## src/rtl/sw_debounce_pkg.sv

```systemverilog
// rtl/sw_debounce_pkg.sv - shared constants and types for the switch debouncer
package sw_pkg;

  // 10 ms at 50 MHz
  localparam int STABLE_CYCLES_DEF = 500000;
  // Short window so simulations stay fast
  localparam int STABLE_CYCLES_SIM = 8;
  // Wide enough for the full legal window range
  localparam int CNT_W_DEF = 24;

  // Filter state is implied by the counter: zero means stable, anything else is settling
  typedef enum logic {
    ST_STABLE   = 1'b0,
    ST_SETTLING = 1'b1
  } filt_state_e;

  // Smallest counter width w with 2^w > cycles
  function automatic int cnt_width(input int cycles);
    int w;
    w = 1;
    while ((1 << w) <= cycles) w++;
    return w;
  endfunction

endpackage

```

## src/rtl/sw_debounce_if.sv

```systemverilog
// rtl/sw_debounce_if.sv - switch pins in, debounced levels and strobes out
interface sw_debounce_if #(
  parameter int N = 4
);
  logic [N-1:0] sw_in;
  logic [N-1:0] sw_db;
  logic [N-1:0] sw_rise;
  logic [N-1:0] sw_fall;
  logic [N-1:0] sw_busy;

  // Switch side: drives pins, observes conditioned outputs
  modport master (
    output sw_in,
    input  sw_db, sw_rise, sw_fall, sw_busy
  );

  // Debouncer side
  modport slave (
    input  sw_in,
    output sw_db, sw_rise, sw_fall, sw_busy
  );
endinterface

```

## src/rtl/sw_debounce_ch.sv

```systemverilog
// rtl/sw_debounce_ch.sv - one channel: 2-flop synchroniser, stability counter, edge strobes
module sw_debounce_ch
  import sw_pkg::*;
#(
  parameter int STABLE_CYCLES = STABLE_CYCLES_DEF,
  parameter int CNT_W         = CNT_W_DEF
) (
  input  logic clk,
  input  logic rst_n,
  input  logic raw,
  output logic db,
  output logic rise,
  output logic fall,
  output logic busy
);

  // Counter value on the edge that completes the window
  localparam logic [CNT_W-1:0] CNT_LAST = CNT_W'(STABLE_CYCLES - 1);

  logic             s1;
  logic             s2;
  logic [CNT_W-1:0] cnt;
  logic [CNT_W-1:0] cnt_nxt;
  logic             db_nxt;
  logic             rise_nxt;
  logic             fall_nxt;
  filt_state_e      state;

  // State register: synchroniser, counter, accepted level and registered strobes
  always_ff @(posedge clk or negedge rst_n) begin
    if (!rst_n) begin
      s1   <= 1'b0;
      s2   <= 1'b0;
      cnt  <= '0;
      db   <= 1'b0;
      rise <= 1'b0;
      fall <= 1'b0;
    end else begin
      s1   <= raw;
      s2   <= s1;
      cnt  <= cnt_nxt;
      db   <= db_nxt;
      rise <= rise_nxt;
      fall <= fall_nxt;
    end
  end

  // Decode the filter state from the counter
  always_comb begin
    state = (cnt == '0) ? ST_STABLE : ST_SETTLING;
  end

  // Next state: start, extend, abandon or complete a settling window
  always_comb begin
    cnt_nxt  = cnt;
    db_nxt   = db;
    rise_nxt = 1'b0;
    fall_nxt = 1'b0;
    unique case (state)
      ST_STABLE: begin
        if (s2 != db) begin
          if (STABLE_CYCLES == 1) begin
            // A one-cycle window accepts the new level on first sight
            db_nxt   = s2;
            rise_nxt = s2;
            fall_nxt = ~s2;
          end else begin
            cnt_nxt = CNT_W'(1);
          end
        end
      end
      ST_SETTLING: begin
        if (s2 == db) begin
          // Bounced back to the accepted level: drop the pending change quietly
          cnt_nxt = '0;
        end else if (cnt == CNT_LAST) begin
          cnt_nxt  = '0;
          db_nxt   = s2;
          rise_nxt = s2;
          fall_nxt = ~s2;
        end else begin
          cnt_nxt = cnt + CNT_W'(1);
        end
      end
      default: cnt_nxt = '0;
    endcase
  end

  // Output decode: busy while a window is open, taken straight from the counter register
  always_comb begin
    busy = (state == ST_SETTLING);
  end

endmodule

```

## src/rtl/sw_debounce.sv

```systemverilog
// rtl/sw_debounce.sv - N independent debounce channels wired to the switch interface
module sw_debounce
  import sw_pkg::*;
#(
  parameter int N             = 4,
  parameter int STABLE_CYCLES = STABLE_CYCLES_DEF,
  parameter int CNT_W         = CNT_W_DEF
) (
  input logic          clk,
  input logic          rst_n,
  sw_debounce_if.slave bus
);

  logic [N-1:0] db_v;
  logic [N-1:0] rise_v;
  logic [N-1:0] fall_v;
  logic [N-1:0] busy_v;

  for (genvar i = 0; i < N; i++) begin : g_ch
    sw_debounce_ch #(
      .STABLE_CYCLES(STABLE_CYCLES),
      .CNT_W        (CNT_W)
    ) u_ch (
      .clk  (clk),
      .rst_n(rst_n),
      .raw  (bus.sw_in[i]),
      .db   (db_v[i]),
      .rise (rise_v[i]),
      .fall (fall_v[i]),
      .busy (busy_v[i])
    );
  end

  assign bus.sw_db   = db_v;
  assign bus.sw_rise = rise_v;
  assign bus.sw_fall = fall_v;
  assign bus.sw_busy = busy_v;

endmodule

```

## src/flat_wrapper.sv

```systemverilog
// flat-port wrapper written by rule: the top's interface ports become plain ports
module sw_debounce_flat import sw_pkg::*;
#(
  parameter int N             = 4,
  parameter int STABLE_CYCLES = STABLE_CYCLES_DEF,
  parameter int CNT_W         = CNT_W_DEF
)
  (clk, rst_n, bus_sw_in, bus_sw_db, bus_sw_rise, bus_sw_fall, bus_sw_busy);
  sw_debounce_if #(.N(N)) bus_i ();
  input logic clk;
  input logic rst_n;
  input wire logic [$bits(bus_i.sw_in)-1:0] bus_sw_in;
  output wire logic [$bits(bus_i.sw_db)-1:0] bus_sw_db;
  output wire logic [$bits(bus_i.sw_rise)-1:0] bus_sw_rise;
  output wire logic [$bits(bus_i.sw_fall)-1:0] bus_sw_fall;
  output wire logic [$bits(bus_i.sw_busy)-1:0] bus_sw_busy;
  assign bus_i.sw_in = bus_sw_in;
  assign bus_sw_db = bus_i.sw_db;
  assign bus_sw_rise = bus_i.sw_rise;
  assign bus_sw_fall = bus_i.sw_fall;
  assign bus_sw_busy = bus_i.sw_busy;
  sw_debounce #(.N(N), .STABLE_CYCLES(STABLE_CYCLES), .CNT_W(CNT_W)) u_core (.clk(clk), .rst_n(rst_n), .bus(bus_i));
endmodule
```

## config.mk

```make
export PLATFORM = sky130hd
export DESIGN_NAME = sw_debounce_flat
export DESIGN_NICKNAME = d
export VERILOG_FILES = /design/src/rtl/sw_debounce_pkg.sv /design/src/rtl/sw_debounce_if.sv /design/src/rtl/sw_debounce_ch.sv /design/src/rtl/sw_debounce.sv /design/src/flat_wrapper.sv
export SDC_FILE = /design/constraint.sdc
export NUM_CORES = 1
export LEC_CHECK = 0
export CAP_MARGIN = 20
export CELL_PAD_IN_SITES_DETAIL_PLACEMENT = 1
export CELL_PAD_IN_SITES_GLOBAL_PLACEMENT = 2
export CORE_AREA = 2 2 134 123
export DETAILED_ROUTE_END_ITERATION = 10
export DIE_AREA = 0 0 136 125
export PLACE_DENSITY = 0.77
export SKIP_LAST_GASP = 1
export SLEW_MARGIN = 5
export SYNTH_ARGS = -nofsm -noshare
export SYNTH_HDL_FRONTEND = slang
export SYNTH_SLANG_ARGS = --single-unit
```

## constraint.sdc

```tcl
create_clock -name clk -period 2.4 [get_ports clk]
set_input_delay 0.24 -clock clk [delete_from_list [all_inputs] [get_ports clk]]
set_output_delay 0.24 -clock clk [all_outputs]
set_load 0.01 [all_outputs]
```

# After elaboration in Yosys (flattened, before gate mapping)
# Index checks and enable logic that the tools add are counted.
dict set report totals {
  reg_bits 116
  inputBits 6
  output_inout_bits 16
  word_cells 108
}
dict set report classes {
  n_addsub 4
  eq_ne 16
  n_mux 44
  bitwise_logic 12
  reduce_logical 8
}
# op n
set op_table {}
lappend op_table {{$mux W24} 12}
lappend op_table {{$pmux W24 S2} 4}
lappend op_table {{$add A24 B1 Y24 const B} 4}
lappend op_table {{$eq A24 B19 Y1 const B} 4}
lappend op_table {{$logic_not A24 Y1} 4}
lappend op_table {{$mux W1} 28}
lappend op_table {{$not A1 Y1} 12}
lappend op_table {{$reduce_and A3 Y1} 4}
lappend op_table {{$ne A2 B1 Y1 const B} 4}
lappend op_table {{$eq A1 B1 Y1} 4}
lappend op_table {{$ne A1 B1 Y1} 4}

# Longest topological paths before layout
dict set report depth {
  word_depth 4
  mapped_depth 6
  mapped_depth_nobuf 5
}

# Cells and area by module
# A second synthesis with hierarchy kept.
dict set report hier_totals {
  cells_unflattened 572
  hier_area_um2 5980.7
}
# mod n_inst cells_each area_per_inst_um2 seq_area_each_um2
set modules_own_cells {}
lappend modules_own_cells {sw_debounce_ch 4 143 1495.2 725.7}

# Worst setup path before layout
# OpenSTA, ideal clock, no wires.
dict set report synth_timing {
  kind {register to register}
  start {register u_core.g_ch[0].u_ch.cnt[1]}
  end {register u_core.g_ch[0].u_ch.cnt[18]}
  setup_time_ps 87
  arrival_ps 1952
  required_ps 2313
  slack_ps 361
  path_stages_with_launch 7
  n_path_buf 1
  synth_period_minus_slack_ps 2039
  path_cell_list {dfrtp_1 -> ha_1 -> nand4_4 -> or4_1 -> buf_2 -> or3_1 -> a211oi_2}
}
dict set report synth_via {
  elab_chain_cells 4
  word_cells_on_any_way 8
  classes_between {1 x add/sub; 2 x eq/ne; 4 x mux; 1 x reduce/logical}
}
# element line_no
set synth_rtl {}
lappend synth_rtl {{start: declaration} sw_debounce_ch.sv:22} ;# logic [CNT_W-1:0] cnt;
lappend synth_rtl {{start signal: assignment} sw_debounce_ch.sv:41} ;# cnt <= cnt_nxt;
lappend synth_rtl {{$add A24 B1 Y24 or $eq A24 B19 Y1 (tied branches)} {sw_debounce_ch.sv:82, sw_debounce_ch.sv:76}}
lappend synth_rtl {{$mux W24} sw_debounce_ch.sv:76} ;# end else if (cnt == CNT_LAST) begin
lappend synth_rtl {{$mux W24} sw_debounce_ch.sv:73} ;# if (s2 == db) begin
lappend synth_rtl {{$pmux W24 S2} sw_debounce_ch.sv:59} ;# unique case (state)
# Several ways; a longest one is shown, not always the timed one.
# A chain may end at the register's enable or synchronous reset.

# Worst setup path after layout
dict set report layout_timing {
  start {register u_core.g_ch[3].u_ch.cnt[2]}
  end {output port bus_sw_busy[3]}
}
dict set report layout_via {
  elab_chain_cells 2
}
# element line_no
set layout_rtl {}
lappend layout_rtl {{start: declaration} sw_debounce_ch.sv:22}
lappend layout_rtl {{start signal: assignment} sw_debounce_ch.sv:41}
lappend layout_rtl {{$logic_not A24 Y1} sw_debounce_ch.sv:50} ;# state = (cnt == '0) ? ST_STABLE : ST_SETTLING;
lappend layout_rtl {{$mux W1} sw_debounce_ch.sv:50}
lappend layout_rtl {{end: declaration} flat_wrapper.sv:16} ;# output wire logic [$bits(bus_i.sw_busy)-1:0] bus_sw_busy;
# Every way passes these cells.

==> impl_metrics.tcl <==
set metrics [dict create \
    outcome "completed" \
    measured_slew_at_the_worst_slew_check_pin_ns 0.709 \
    tritoncts "built" \
    grt_setup_unrepaired "no" \
    totalWireLength_mm 16.0 \
    dp.final_hpwl_mm 11.0 \
    pre_cts_ws_ns 0.102 \
    setup_total_negative_slack_ns 0 \
    via_density_per_instance 5.76 \
    placed_cells 839 \
    nNetsFinal 670 \
    row_count 44 \
    clk_latency_ns 0.41 \
    gp_congestion 0.825 \
    final_common_cell "dfrtp_1" \
    power.leakage_nw 2.76 \
    core_area_sq_um 15700 \
    layout_worst_path_cycle_share_pct 94.3 \
    worst_setup_path_end_kind "output pin" \
    postSynth.topFlopCell "dfrtp_1" \
    firstDrtPassIters 4 \
    num-fill-cells 1793 \
    skew_ns 0.00631 \
    pin_count_of_the_biggest_net_entering_global_routing 43 \
    clock-sinks 116 \
    timing.final.setup_violations 0 \
    critical_path.top_delay_family "simple AND/OR/NAND/NOR gates" \
    syn_to_final_growth_pct 19.3 \
    setup_ws_ns 0.137 \
    routed_wire_length_per_instance_um 18.3 \
    peakVddDrop_mv 0.499 \
    fmaxAchievable_mhz 442 \
    synth_enable_flop_cells 0 \
    max_cap_viol_count 0 \
    arrival_ns 2.02 \
    grt_pass1_vias 5406 \
    clock_tree.htree_level_count 4 \
    finalHoldViolCount 0 \
    postSynth.asyncResetShare_pct 100 \
    grt_remaining_overflow 0 \
    drtIter0Drc 226 \
    grtUsageTotal_pct 20.3 \
    power-per-cell-area_nw_per_um2 740 \
    post_synth_num_cell_types 44 \
    initial_core_util_pct 39.0 \
    netlist_area_sq_um 6130 \
    die_x_um 136 \
    worst-path-buf-inv 1 \
    timing.critical_path.from_type "flop" \
    timing.critical_path.slowest_cell_delay_ns 0.47 \
    instances_no_fill 874 \
    ys_seq_area_share_pct 47.3 \
    yosys_warnings 0 \
    total_cts_buffers 17 \
    io_buffer_count 21 \
    max_slew_margin_pct 52.3 \
    grt_antenna_before_repair 0 \
    design.portCount 22 \
    worst_hold_check_slack_ns 0.268 \
    post-route-min-period_ns 2.26 \
    clockBufferDepth 2 \
    crit_chain "nor4_4 -> nand4b_1 -> or2_2 -> dlygate4sd2_1" \
    critical_path.slowest_cell "dfrtp_2" \
    worst-endpoint-required_ns 2.16 \
    post_route_cells_drive_above_1_share_pct 16.0 \
    timing_max_transition_violations_final 0 \
    cts_root_buf "clkbuf_16" \
    n_antenna_cell 0 \
    syn-mean-instance-area_sq_um 9.83 \
    timing.setup.critical_path_class "reg2out" \
    syn_nets 638 \
    die_h_um 125 \
    count_of_vias_placed_by_the_detailed_router 5036 \
    clock_slew_at_the_register_clock_pins_of_the_worst_setup_and_hold_paths_ns 0.05 \
    most-common-layout-cells "dfrtp_1 (106), nor3_1 (66), xnor2_1 (41), nand2_1 (35)" \
    postSynthCellCount 624 \
    die_area_sq_um 17000 \
    drc 0 \
    class_of_the_worst_hold_path "in2reg" \
    yosys_register_bits 116 \
    postLayoutCoreUtil_pct 46.5 \
    grt_pass1_wl_mm 27.5 \
    timing.critical_path.fanout_max 6 \
    remaining_antenna_violation_count 0 \
]
[through the flow]
stage,power (W),area (sq um)
floorplan,0.00277,6130
global placement,0.00310,6620
detailed placement,0.00313,6620
CTS,0.00550,7270
global route,0.00569,7320
finish,0.00542,7320
[metal layers]
metal  vias to the layer above  wire [um]  track usage (%)
met4                         0        180             5.09
met3                        20        456             5.15
met1                      2572       7750             28.1
met2                        58       7590             31.8
li1                       2386          -                -
met5                         -          0                0
[logic make-up (layout without fill, tap and decap cells)]
kind of cell	count (synthesis)	in the layout	synth area share, %
simple gates	285	285	26.9
flops	116	116	47.3
compound gates	89	89	10.0
buf+inv	64	107	5.04
xor+xnor	58	58	8.28
fa+ha+maj	8	8	1.63
mux	4	4	0.734
[worst paths after layout]
path	startpoint	endpoint	slack, ns	cells past startpoint
worst max-delay path	u_core.g_ch[3].u_ch.cnt[2]	bus_sw_busy[3]	0.14	4
worst min-delay path	bus_sw_in[2]	u_core.g_ch[2].u_ch.s1	0.27	1
worst max register to register	u_core.g_ch[2].u_ch.cnt[9]	u_core.g_ch[2].u_ch.cnt[17]	0.17	4
worst min register to register	u_core.g_ch[2].u_ch.s1	u_core.g_ch[2].u_ch.s2	0.35	0
max in group asynchronous	rst_n	u_core.g_ch[1].u_ch.cnt[5]	1.32	3
min in group asynchronous	rst_n	u_core.g_ch[2].u_ch.fall	0.36	2
[sequential cells by signal, indices dropped and copies added (netlist names)]
name and flops:
u_core.g_ch.u_ch.fall 4, u_core.g_ch.u_ch.s2 4, u_core.g_ch.u_ch.s1 4, u_core.g_ch.u_ch.cnt 96
u_core.g_ch.u_ch.db 4, u_core.g_ch.u_ch.rise 4
[where the power goes]
part           total, W  switching [W]  internal [W]
clock network   0.00231       0.000859       0.00145
logic          0.000963       0.000593      0.000370
registers       0.00214       0.000103       0.00204
[cells in the mapped netlist (all sizes together), types with 4 or more instances]
| library cell | count | share of area [%] |
|---|---|---|
| nand2 | 35 | 2.1 |
| a211oi | 35 | 4.8 |
| a22oi | 4 | 0.49 |
| nand4b | 4 | 0.57 |
| mux2 | 4 | 0.73 |
| nor3b | 5 | 0.61 |
| o31ai | 5 | 0.61 |
| nand3 | 26 | 2.1 |
| and4 | 9 | 1.3 |
| o21ai | 32 | 2.6 |
| xor2 | 16 | 2.3 |
| or4 | 12 | 1.5 |
| buf | 23 | 2.5 |
| inv | 23 | 1.4 |
| or3 | 27 | 2.8 |
| or2 | 6 | 0.61 |
| dfrtp | 116 | 47 |
| xnor2 | 42 | 6.0 |
| nor2 | 17 | 1.0 |
| clkbuf | 18 | 1.1 |
| and3 | 5 | 0.51 |
| nor4 | 30 | 3.2 |
| nand4 | 36 | 4.4 |
| ha | 8 | 1.6 |
| nor3 | 66 | 5.4 |
[final cells by class]
cell class,instances,area [sq um],share of cell area (%)
multi-input cells,444,3060,41.8
inverters,23,86.3,1.18
clock inverters,6,55.1,0.752
repair buffers,54,469,6.41
clock buffers,24,472,6.45
flip-flops and latches,116,2920,39.8
well taps,207,259,3.54
[repair_timing]
item / in CTS / in global routing
buffers inserted: 4 / 0
hold buffers: 1 / 0
gates resized for setup: 21 / 12
endpoints found under the setup margin: 4 / 3
pin swaps: 3 / 1
endpoints found under the hold margin: 38 / 0
(Power assumes the default switching activity.)
